$ cat config.mk
export PLATFORM = sky130hd
export DESIGN_NAME = alu_seq_ctrl_flat
export DESIGN_NICKNAME = d
export VERILOG_FILES = /design/src/rtl/alu_seq_ctrl_if.sv /design/src/rtl/alu_seq_ctrl.sv /design/src/flat_wrapper.sv
export SDC_FILE = /design/constraint.sdc
export NUM_CORES = 1
export LEC_CHECK = 0
export BUFFER_PORTS_ARGS = -buffer_cell sky130_fd_sc_hd__buf_2
export CORE_AREA = 2 2 93 95
export DETAILED_ROUTE_END_ITERATION = 7
export DIE_AREA = 0 0 95 97
export PLACE_DENSITY_LB_ADDON = 0.05
export SLEW_MARGIN = 20
export SYNTH_ARGS = -nofsm -noshare
export SYNTH_HDL_FRONTEND = slang
export SYNTH_SLANG_ARGS = --single-unit
$ cat constraint.sdc
create_clock -name clk -period 2.5 [get_ports clk]
set_input_delay 0.25 -clock clk [delete_from_list [all_inputs] [get_ports clk]]
set_output_delay 0.25 -clock clk [all_outputs]
set_load 0.02 [all_outputs]
$ cat src/rtl/alu_seq_ctrl_if.sv
// Bus bundle between the command/result side and the ALU sequencer.
// slave = the sequencer itself, master = the environment that drives it.
interface alu_seq_ctrl_if #(parameter int CNT_W = 8);
  logic             ld_en;
  logic [1:0]       ld_addr;
  logic [7:0]       ld_data;

  logic             cmd_valid;
  logic             cmd_ready;
  logic [2:0]       cmd_op;
  logic [1:0]       cmd_srca;
  logic [1:0]       cmd_srcb;
  logic             cmd_use_imm;
  logic [7:0]       cmd_imm;
  logic [1:0]       cmd_dst;

  logic             alu_f2, alu_f1, alu_f0;
  logic [7:0]       alu_a, alu_b;
  logic [7:0]       alu_r;
  logic             alu_ovf;

  logic             res_valid;
  logic             res_ready;
  logic [7:0]       res_data;
  logic             res_ovf;
  logic [1:0]       res_dst;

  logic             ovf_sticky;
  logic             clr_sticky;
  logic [CNT_W-1:0] op_cnt;

  modport slave (
    input  ld_en, ld_addr, ld_data,
    input  cmd_valid, cmd_op, cmd_srca, cmd_srcb, cmd_use_imm, cmd_imm, cmd_dst,
    output cmd_ready,
    output alu_f2, alu_f1, alu_f0, alu_a, alu_b,
    input  alu_r, alu_ovf,
    output res_valid, res_data, res_ovf, res_dst,
    input  res_ready,
    output ovf_sticky, op_cnt,
    input  clr_sticky
  );

  modport master (
    output ld_en, ld_addr, ld_data,
    output cmd_valid, cmd_op, cmd_srca, cmd_srcb, cmd_use_imm, cmd_imm, cmd_dst,
    input  cmd_ready,
    input  alu_f2, alu_f1, alu_f0, alu_a, alu_b,
    output alu_r, alu_ovf,
    input  res_valid, res_data, res_ovf, res_dst,
    output res_ready,
    input  ovf_sticky, op_cnt,
    output clr_sticky
  );
endinterface

$ cat src/rtl/alu_seq_ctrl.sv
// Command sequencer in front of a combinational 8-bit ALU: operand regfile,
// issue/capture/write-back FSM, result handshake, sticky overflow, op counter.
module alu_seq_ctrl #(
  parameter int CNT_W = 8
) (
  input  logic          clk,
  input  logic          rst_n,
  alu_seq_ctrl_if.slave bus
);

  typedef enum logic [1:0] {IDLE, ISSUE, CAPTURE, RESULT} state_t;

  state_t           state;
  logic [3:0][7:0]  rf;

  logic [2:0]       op_q;
  logic [1:0]       srca_q, srcb_q, dst_q;
  logic             use_imm_q;
  logic [7:0]       imm_q;

  logic [2:0]       alu_f_q;
  logic [7:0]       alu_a_q, alu_b_q;
  logic             cmd_ready_q;
  logic             res_valid_q;
  logic [7:0]       res_data_q;
  logic             res_ovf_q;
  logic [1:0]       res_dst_q;
  logic             sticky_q;
  logic [CNT_W-1:0] cnt_q;

  always_ff @(posedge clk or negedge rst_n) begin
    if (!rst_n) begin
      state       <= IDLE;
      rf          <= '0;
      op_q        <= '0;
      srca_q      <= '0;
      srcb_q      <= '0;
      dst_q       <= '0;
      use_imm_q   <= 1'b0;
      imm_q       <= '0;
      alu_f_q     <= '0;
      alu_a_q     <= '0;
      alu_b_q     <= '0;
      cmd_ready_q <= 1'b1;
      res_valid_q <= 1'b0;
      res_data_q  <= '0;
      res_ovf_q   <= 1'b0;
      res_dst_q   <= '0;
      sticky_q    <= 1'b0;
      cnt_q       <= '0;
    end else begin
      // A capture in the same cycle overrides this clear below.
      if (bus.clr_sticky) sticky_q <= 1'b0;

      case (state)
        IDLE: begin
          if (bus.ld_en) rf[bus.ld_addr] <= bus.ld_data;
          if (bus.cmd_valid) begin
            op_q        <= bus.cmd_op;
            srca_q      <= bus.cmd_srca;
            srcb_q      <= bus.cmd_srcb;
            use_imm_q   <= bus.cmd_use_imm;
            imm_q       <= bus.cmd_imm;
            dst_q       <= bus.cmd_dst;
            cmd_ready_q <= 1'b0;
            state       <= ISSUE;
          end
        end
        ISSUE: begin
          // Regfile read happens here, after any same-cycle load has landed.
          alu_f_q <= op_q;
          alu_a_q <= rf[srca_q];
          alu_b_q <= use_imm_q ? imm_q : rf[srcb_q];
          state   <= CAPTURE;
        end
        CAPTURE: begin
          res_data_q  <= bus.alu_r;
          res_ovf_q   <= bus.alu_ovf;
          res_dst_q   <= dst_q;
          rf[dst_q]   <= bus.alu_r;
          if (bus.alu_ovf) sticky_q <= 1'b1;
          res_valid_q <= 1'b1;
          state       <= RESULT;
        end
        RESULT: begin
          if (bus.res_ready) begin
            res_valid_q <= 1'b0;
            cnt_q       <= cnt_q + 1'b1;
            cmd_ready_q <= 1'b1;
            state       <= IDLE;
          end
        end
        default: state <= IDLE;
      endcase
    end
  end

  assign bus.cmd_ready  = cmd_ready_q;
  assign bus.alu_f2     = alu_f_q[2];
  assign bus.alu_f1     = alu_f_q[1];
  assign bus.alu_f0     = alu_f_q[0];
  assign bus.alu_a      = alu_a_q;
  assign bus.alu_b      = alu_b_q;
  assign bus.res_valid  = res_valid_q;
  assign bus.res_data   = res_data_q;
  assign bus.res_ovf    = res_ovf_q;
  assign bus.res_dst    = res_dst_q;
  assign bus.ovf_sticky = sticky_q;
  assign bus.op_cnt     = cnt_q;

endmodule
$ cat src/flat_wrapper.sv
// flat-port wrapper written by rule: the top's interface ports become plain ports
module alu_seq_ctrl_flat 
#(
  parameter int CNT_W = 8
)
  (clk, rst_n, bus_ld_en, bus_ld_addr, bus_ld_data, bus_cmd_valid, bus_cmd_op, bus_cmd_srca, bus_cmd_srcb, bus_cmd_use_imm, bus_cmd_imm, bus_cmd_dst, bus_cmd_ready, bus_alu_f2, bus_alu_f1, bus_alu_f0, bus_alu_a, bus_alu_b, bus_alu_r, bus_alu_ovf, bus_res_valid, bus_res_data, bus_res_ovf, bus_res_dst, bus_res_ready, bus_ovf_sticky, bus_op_cnt, bus_clr_sticky);
  alu_seq_ctrl_if #(.CNT_W(CNT_W)) bus_i ();
  input  logic clk;
  input  logic rst_n;
  input wire logic [$bits(bus_i.ld_en)-1:0] bus_ld_en;
  input wire logic [$bits(bus_i.ld_addr)-1:0] bus_ld_addr;
  input wire logic [$bits(bus_i.ld_data)-1:0] bus_ld_data;
  input wire logic [$bits(bus_i.cmd_valid)-1:0] bus_cmd_valid;
  input wire logic [$bits(bus_i.cmd_op)-1:0] bus_cmd_op;
  input wire logic [$bits(bus_i.cmd_srca)-1:0] bus_cmd_srca;
  input wire logic [$bits(bus_i.cmd_srcb)-1:0] bus_cmd_srcb;
  input wire logic [$bits(bus_i.cmd_use_imm)-1:0] bus_cmd_use_imm;
  input wire logic [$bits(bus_i.cmd_imm)-1:0] bus_cmd_imm;
  input wire logic [$bits(bus_i.cmd_dst)-1:0] bus_cmd_dst;
  output wire logic [$bits(bus_i.cmd_ready)-1:0] bus_cmd_ready;
  output wire logic [$bits(bus_i.alu_f2)-1:0] bus_alu_f2;
  output wire logic [$bits(bus_i.alu_f1)-1:0] bus_alu_f1;
  output wire logic [$bits(bus_i.alu_f0)-1:0] bus_alu_f0;
  output wire logic [$bits(bus_i.alu_a)-1:0] bus_alu_a;
  output wire logic [$bits(bus_i.alu_b)-1:0] bus_alu_b;
  input wire logic [$bits(bus_i.alu_r)-1:0] bus_alu_r;
  input wire logic [$bits(bus_i.alu_ovf)-1:0] bus_alu_ovf;
  output wire logic [$bits(bus_i.res_valid)-1:0] bus_res_valid;
  output wire logic [$bits(bus_i.res_data)-1:0] bus_res_data;
  output wire logic [$bits(bus_i.res_ovf)-1:0] bus_res_ovf;
  output wire logic [$bits(bus_i.res_dst)-1:0] bus_res_dst;
  input wire logic [$bits(bus_i.res_ready)-1:0] bus_res_ready;
  output wire logic [$bits(bus_i.ovf_sticky)-1:0] bus_ovf_sticky;
  output wire logic [$bits(bus_i.op_cnt)-1:0] bus_op_cnt;
  input wire logic [$bits(bus_i.clr_sticky)-1:0] bus_clr_sticky;
  assign bus_i.ld_en = bus_ld_en;
  assign bus_i.ld_addr = bus_ld_addr;
  assign bus_i.ld_data = bus_ld_data;
  assign bus_i.cmd_valid = bus_cmd_valid;
  assign bus_i.cmd_op = bus_cmd_op;
  assign bus_i.cmd_srca = bus_cmd_srca;
  assign bus_i.cmd_srcb = bus_cmd_srcb;
  assign bus_i.cmd_use_imm = bus_cmd_use_imm;
  assign bus_i.cmd_imm = bus_cmd_imm;
  assign bus_i.cmd_dst = bus_cmd_dst;
  assign bus_cmd_ready = bus_i.cmd_ready;
  assign bus_alu_f2 = bus_i.alu_f2;
  assign bus_alu_f1 = bus_i.alu_f1;
  assign bus_alu_f0 = bus_i.alu_f0;
  assign bus_alu_a = bus_i.alu_a;
  assign bus_alu_b = bus_i.alu_b;
  assign bus_i.alu_r = bus_alu_r;
  assign bus_i.alu_ovf = bus_alu_ovf;
  assign bus_res_valid = bus_i.res_valid;
  assign bus_res_data = bus_i.res_data;
  assign bus_res_ovf = bus_i.res_ovf;
  assign bus_res_dst = bus_i.res_dst;
  assign bus_i.res_ready = bus_res_ready;
  assign bus_ovf_sticky = bus_i.ovf_sticky;
  assign bus_op_cnt = bus_i.op_cnt;
  assign bus_i.clr_sticky = bus_clr_sticky;
  alu_seq_ctrl #(.CNT_W(CNT_W)) u_core (.clk(clk), .rst_n(rst_n), .bus(bus_i));
endmodule
==> results.json, run 1 <==
{
  "outcome": "completed",
  "min_path_type": "in2reg",
  "use_met2_pct": 31.0,
  "syn_to_final_growth_pct": 16.5,
  "grt_pass1_wl_um": 15300,
  "gr-usage-met1_pct": 33.0,
  "syn_avg_cell_area_sq_um": 13.0,
  "clock_latency_ns": 0.36,
  "fin_crit_sh_pct": 87.6,
  "post_cts_buffers": 0,
  "die_y_um": 97,
  "worstRegToRegCells": 6,
  "drive_gt1_share_pct": 44.9,
  "final_common_cell": "dfrtp_1",
  "min_period_ns": 2.19,
  "power.total_mw": 6.74,
  "r2r-start": "u_core.state[0]",
  "crit_chain": "inv_1, ha_1, buf_4, nand3b_1, a21oi_4, mux2_2",
  "ios": 84,
  "die_area_sq_um": 9220,
  "start_util_pct": 55.6,
  "relSlewSlack_pct": 58.6,
  "synth-seq-area-share_pct": 51.5,
  "dp_cells": 520,
  "critPathArrivalTime_ns": 2.43,
  "synth-seq-cells": 93,
  "dieWidth_um": 95,
  "grt_pass1_vias": 2996,
  "synth_edf_count": 0,
  "min_path_cells": 2,
  "dpl_cell_area_sq_um": 5030,
  "grt_start_max_net_pins": 50,
  "drc_errors": 0,
  "cts_tree": "yes",
  "core_area_sq_um": 8130,
  "endpoint_kind": "flop",
  "worst_path_max_delay_cell": "dfrtp_1",
  "peakVddDrop_uv": 660,
  "holdPathEnd": "u_core.bus.ovf_sticky",
  "syn_inst": 349,
  "ys.flop_type": "dfrtp_1",
  "fin_tns_setup_ns": 0,
  "top_usage_layer": "met1",
  "skew_ns": 0.00751,
  "grt.total_usage_pct": 21.7,
  "cts_hold_buf": 1,
  "fin_nets": 476,
  "cts_buffers": 9,
  "grt.overflow.total": 0,
  "fin_cells": 537,
  "setup_violations": 0,
  "via_count": 3070,
  "cts.sinks": 93,
  "wirelength_um": 9530,
  "antenna_found_initial": 0,
  "required_ns": 2.74,
  "async_flop_share_pct": 100,
  "hpwl_um": 6920,
  "path_max_fanout": 29,
  "start_kind": "flop",
  "power.density_nw_per_um2": 1280,
  "fmax_ghz": 0.457,
  "drt_iter0_drc": 115,
  "regToRegSetupSlack_ns": 0.31,
  "yosysWarningCount": 0,
  "vias_per_cell": 5.72,
  "max-cap-violations": 0,
  "rsz0062_at_grt": "false",
  "criticalPathCategory": "reg2reg",
  "synth_cell_types": 36,
  "path_clk_slew_ns": 0.09,
  "layout_common_cells": "dfrtp_1 (92), buf_2 (82), mux2_2 (56)",
  "hold_start": "bus_clr_sticky",
  "num_antenna_cells": 0,
  "cts_resized": 0,
  "h-tree-depth": 3,
  "p_leak_nw": 2.47,
  "cts.path.max_buffers": 2,
  "place.gp.congestion": 0.854,
  "netlist_area_sq_um": 4530,
  "synth_fp_nets": 398,
  "holdWs_ns": 0.0541,
  "tightest_slew_ns": 0.620,
  "layout_setup_ws_ns": 0.311,
  "routedWlPerCell_um": 17.7,
  "portBuffers": 83,
  "place_ws_ns": 0.319,
  "worstReg2RegEnd": "u_core.rf[23]",
  "final_util_pct": 64.8,
  "drv_slew": 0,
  "ant_nets": 0,
  "first_pass_iters": 5,
  "grt_use_met3_pct": 3.74,
  "final_cell_area_sq_um": 5270,
  "max_stage_delay_ns": 0.41,
  "finalHoldViolCount": 0,
  "row_count": 33,
  "root_buffer": "clkbuf_8"
}
-- Yosys cell counts (all sizes together) (2+ instances only) --
| library cell | n | area share [%] |
|---|---|---|
| buf | 11 | 1.1 |
| xor2 | 2 | 0.39 |
| mux2i | 10 | 2.5 |
| or2 | 2 | 0.28 |
| dfrtp | 92 | 51 |
| a21oi | 14 | 2.4 |
| nand2b | 12 | 1.7 |
| mux2 | 65 | 17 |
| nand2 | 18 | 1.5 |
| xnor2 | 5 | 0.97 |
| clkbuf | 10 | 0.86 |
| inv | 15 | 1.2 |
| o22ai | 34 | 4.7 |
| nor2 | 12 | 1.0 |
| nand3b | 3 | 0.50 |
| o21ai | 10 | 1.1 |
| nand3 | 2 | 0.22 |
| mux4 | 16 | 8.0 |
| or3b | 3 | 0.69 |
| ha | 6 | 1.7 |
-- worst max-delay path, delay by kind of cell (launching register included) --
family	cells	cell delay (ns)
AO/OA/AOI/OAI	1	0.28
adder cells (fa/ha/maj)	1	0.40
buffers and inverters	2	0.46
flip-flops	1	0.41
multiplexers	1	0.37
AND/OR/NAND/NOR	1	0.15
-- cell type report --
| class | count | area, sq um |
|---|---|---|
| Fill cell | 641 | 2860 |
| Sequential cell | 93 | 2330 |
| Multi-Input combinational cell | 220 | 2050 |
| Timing Repair Buffer | 88 | 470 |
| Clock buffer | 11 | 151 |
| Tap cell | 105 | 131 |
| Clock inverter | 5 | 81.3 |
| Inverter | 15 | 56.3 |
-- per-layer routing --
metal  share of wire (%)  wire (um)  up-vias
li1                    -          -     1423
met1                  47       4490     1519
met2                  44       4240      117
met3                 6.7        643       11
met4                 1.7        165        0
met5                   0          0        -
-- logic make-up (layout without fill, tap and decap cells) --
group                      after synthesis  count (layout)  share of synthesized area (%)
DFF                                     93              93                           51.5
muxes                                   91              91                           27.3
AOI/OAI and AO/OA                       58              58                           8.18
and+or+nand+nor                         58              58                           6.83
buffers and inverters                   36             119                           3.23
xor gates and xnor gates                 7               7                           1.35
adders and majority gates                6               6                           1.66
-- state kept, by name, summed over array words and instances (netlist names) --
name                   cells
u_core.alu_f_q             3
u_core.bus.alu_a           8
u_core.bus.alu_b           8
u_core.bus.cmd_ready       1
u_core.bus.op_cnt          8
u_core.bus.ovf_sticky      1
u_core.bus.res_data        8
u_core.bus.res_dst         2
u_core.bus.res_ovf         1
u_core.bus.res_valid       1
u_core.dst_q               2
u_core.imm_q               8
u_core.op_q                3
u_core.rf                 32
u_core.srca_q              2
u_core.srcb_q              2
u_core.state               2
u_core.use_imm_q           1
-- power by group --
group          switching, mW  internal (mW)  leakage [nW]
sequential             0.603           2.15          1.18
clock                  0.537          0.620         0.116
combinational           1.40           1.43          1.18
-- how the worst max path moves through the flow --
stage / slack (ns) / to / depth (start not counted) / start
after floorplan: 0.59 / u_core.rf[16] / 6 / u_core.state[0]
after global placement: 0.37 / u_core.rf[19] / 6 / u_core.state[0]
after detailed placement: 0.32 / u_core.rf[16] / 6 / u_core.state[0]
after CTS: 0.29 / u_core.rf[23] / 6 / u_core.state[0]
after global routing: 0.12 / u_core.rf[16] / 6 / u_core.state[0]
final: 0.31 / u_core.rf[23] / 6 / u_core.state[0]
Note: power is estimated with default switching activity, not from simulation.
==> run 2, diff against run 1 <==
CORE_AREA = 2 2 90 92   (was 2 2 93 95)
DIE_AREA = 0 0 92 94   (was 0 0 95 97)
PLACE_DENSITY_LB_ADDON = 0.3   (was 0.05)
clock period = 2.8 ns   (was 2.5 ns; I/O delays follow)
==> results.json, run 2 (same netlist as run 1, synthesis figures left out) <==
{
  "relSlewSlack_pct": 48.9,
  "required_ns": 3.04,
  "critPathArrivalTime_ns": 2.50,
  "outcome": "finished with violations",
  "start_kind": "flop",
  "final_common_cell": "dfrtp_1",
  "ant_nets": 0,
  "crit_chain": "inv_1, ha_1, or3b_4, a21oi_4, mux2_4",
  "root_buffer": "clkbuf_8",
  "final_util_pct": 69.2,
  "tightest_slew_ns": 0.767,
  "largest-register": "u_core.rf",
  "rsz0062_at_grt": "false",
  "nFillCells": 555,
  "clock_latency_ns": 0.36,
  "fin_cells": 534,
  "first_pass_iters": 4,
  "grt.overflow.total": 0,
  "dieWidth_um": 92,
  "drc_errors": 0,
  "path_max_fanout": 14,
  "portBuffers": 83,
  "layout_common_cells": "dfrtp_1 (92), buf_2 (82), mux2_2 (56)",
  "max-cap-violations": 0,
  "hpwl_um": 6980,
  "antenna_found_initial": 0,
  "fin_tns_setup_ns": 0,
  "min_path_type": "in2async",
  "worst_path_max_delay_cell": "ha_1",
  "violations": "negative hold slack",
  "path_clk_slew_ns": 0.09,
  "grt.total_usage_pct": 23.4,
  "cts_resized": 0,
  "syn_to_final_growth_pct": 16.4,
  "grt_pass1_wl_um": 15500,
  "routedWlPerCell_um": 17.6,
  "via_count": 3077,
  "fin_crit_sh_pct": 80.6,
  "cts_buffers": 9,
  "cts_tree": "yes",
  "min_period_ns": 2.26,
  "start_util_pct": 59.5,
  "vias_per_cell": 5.76,
  "die_area_sq_um": 8650,
  "grt_pass1_vias": 3070,
  "p_leak_nw": 2.47,
  "final_cell_area_sq_um": 5270,
  "drt_iter0_drc": 152,
  "criticalPathCategory": "reg2reg",
  "internal-power_mw": 3.82,
  "peakVddDrop_uv": 836,
  "die_y_um": 94,
  "holdWs_ns": -0.0252,
  "core_area_sq_um": 7610,
  "largest_reg_flops": 32,
  "fmax_ghz": 0.443,
  "drive_gt1_share_pct": 44.9,
  "ios": 84,
  "dp_cells": 518,
  "cts.sinks": 93,
  "finalHoldViolCount": 21,
  "drv_slew": 0,
  "cts.path.max_buffers": 2,
  "fin_nets": 476,
  "power.share.clock_pct": 17.9,
  "h-tree-depth": 3,
  "num_antenna_cells": 0,
  "cts_hold_buf": 0,
  "dpl_cell_area_sq_um": 5020,
  "grt_start_max_net_pins": 61,
  "setup_violations": 0,
  "post_cts_buffers": 0,
  "place.gp.congestion": 0.846,
  "seqPwrFrac_pct": 40.5,
  "skew_ns": 0.0107,
  "max_stage_delay_ns": 0.45,
  "sw_frac_of_total_pct": 37.4,
  "p_comb_share_pct": 41.6,
  "endpoint_kind": "flop",
  "power_switching_mw": 2.28,
  "worstRegToRegCells": 5,
  "power.total_mw": 6.09,
  "power.density_nw_per_um2": 1160,
  "wirelength_um": 9410,
  "row_count": 32
}
[run 2: cell count changes in the layout (fill, tap and decap cells not counted)]
cell / before / now
buf_4: 4 / 6
bufinv_16: 2 / 3
clkinv_2: 1 / 0
buf_12: 1 / 0
clkbuf_1: 0 / 1
clkbuf_8: 11 / 10
dlygate4sd3_1: 1 / 0
[run 2: per-stage QoR]
| stage | setup slack, ns | hold slack [ns] |
|---|---|---|
| 4_1_cts | 0.543 | 0.00257 |
| 5_1_grt | 0.441 | 0.0224 |
| 3_5_place_dp | 0.558 | 0.390 |
| 3_3_place_gp | 0.647 | 0.383 |
| 6_report | 0.545 | -0.0252 |
| 2_1_floorplan | 0.888 | -0.0156 |
[run 2: worst max-delay path, delay by kind of cell (launching register included)]
kind	cells	cell delay, ns
fa+ha+maj	1	0.45
compound gates	1	0.37
buf+inv	1	0.13
mux	1	0.33
simple gates	1	0.45
flops	1	0.41
[run 2: layer usage]
metal / track usage, % / up-vias / wire length [um]
li1: - / 1425 / -
met1: 32.8 / 1525 / 4260
met2: 36.5 / 111 / 4420
met3: 6.18 / 16 / 583
met4: 6.59 / 0 / 138
met5: 0 / - / 0
[run 2: final timing paths]
| kind | slack, ns | from | end |
|---|---|---|---|
| setup / recovery | 0.54 | u_core.state[0] | u_core.rf[0] |
| hold / removal | -0.03 | rst_n | u_core.bus.alu_b[4] |
| setup reg to reg | 0.54 | u_core.state[0] | u_core.rf[0] |
| hold reg to reg | 0.47 | u_core.bus.op_cnt[7] | u_core.bus.op_cnt[7] |
| max in group asynchronous | 2.07 | rst_n | u_core.imm_q[2] |
| min in group clk | 0.08 | bus_clr_sticky | u_core.bus.ovf_sticky |
[run 2: area by class of cell]
cell class / count / area (sq um) / area share, %
clock inverters: 5 / 106 / 2.02
repair buffers: 88 / 455 / 8.65
multi-input cells: 220 / 2050 / 38.9
well taps: 102 / 128 / 2.42
clock buffers: 11 / 141 / 2.68
flip-flops and latches: 93 / 2330 / 44.2
inverters: 15 / 56.3 / 1.07
[run 2: power by group through the flow]
stage / sequential [mW] / combinational (mW) / clock [mW]
finish: 2.47 / 2.54 / 1.09
global route: 2.56 / 2.75 / 1.17
CTS: 2.47 / 2.56 / 1.11
detailed placement: 2.49 / 2.55 / 0
global placement: 2.44 / 2.47 / 0
floorplan: 2.50 / 1.83 / 0
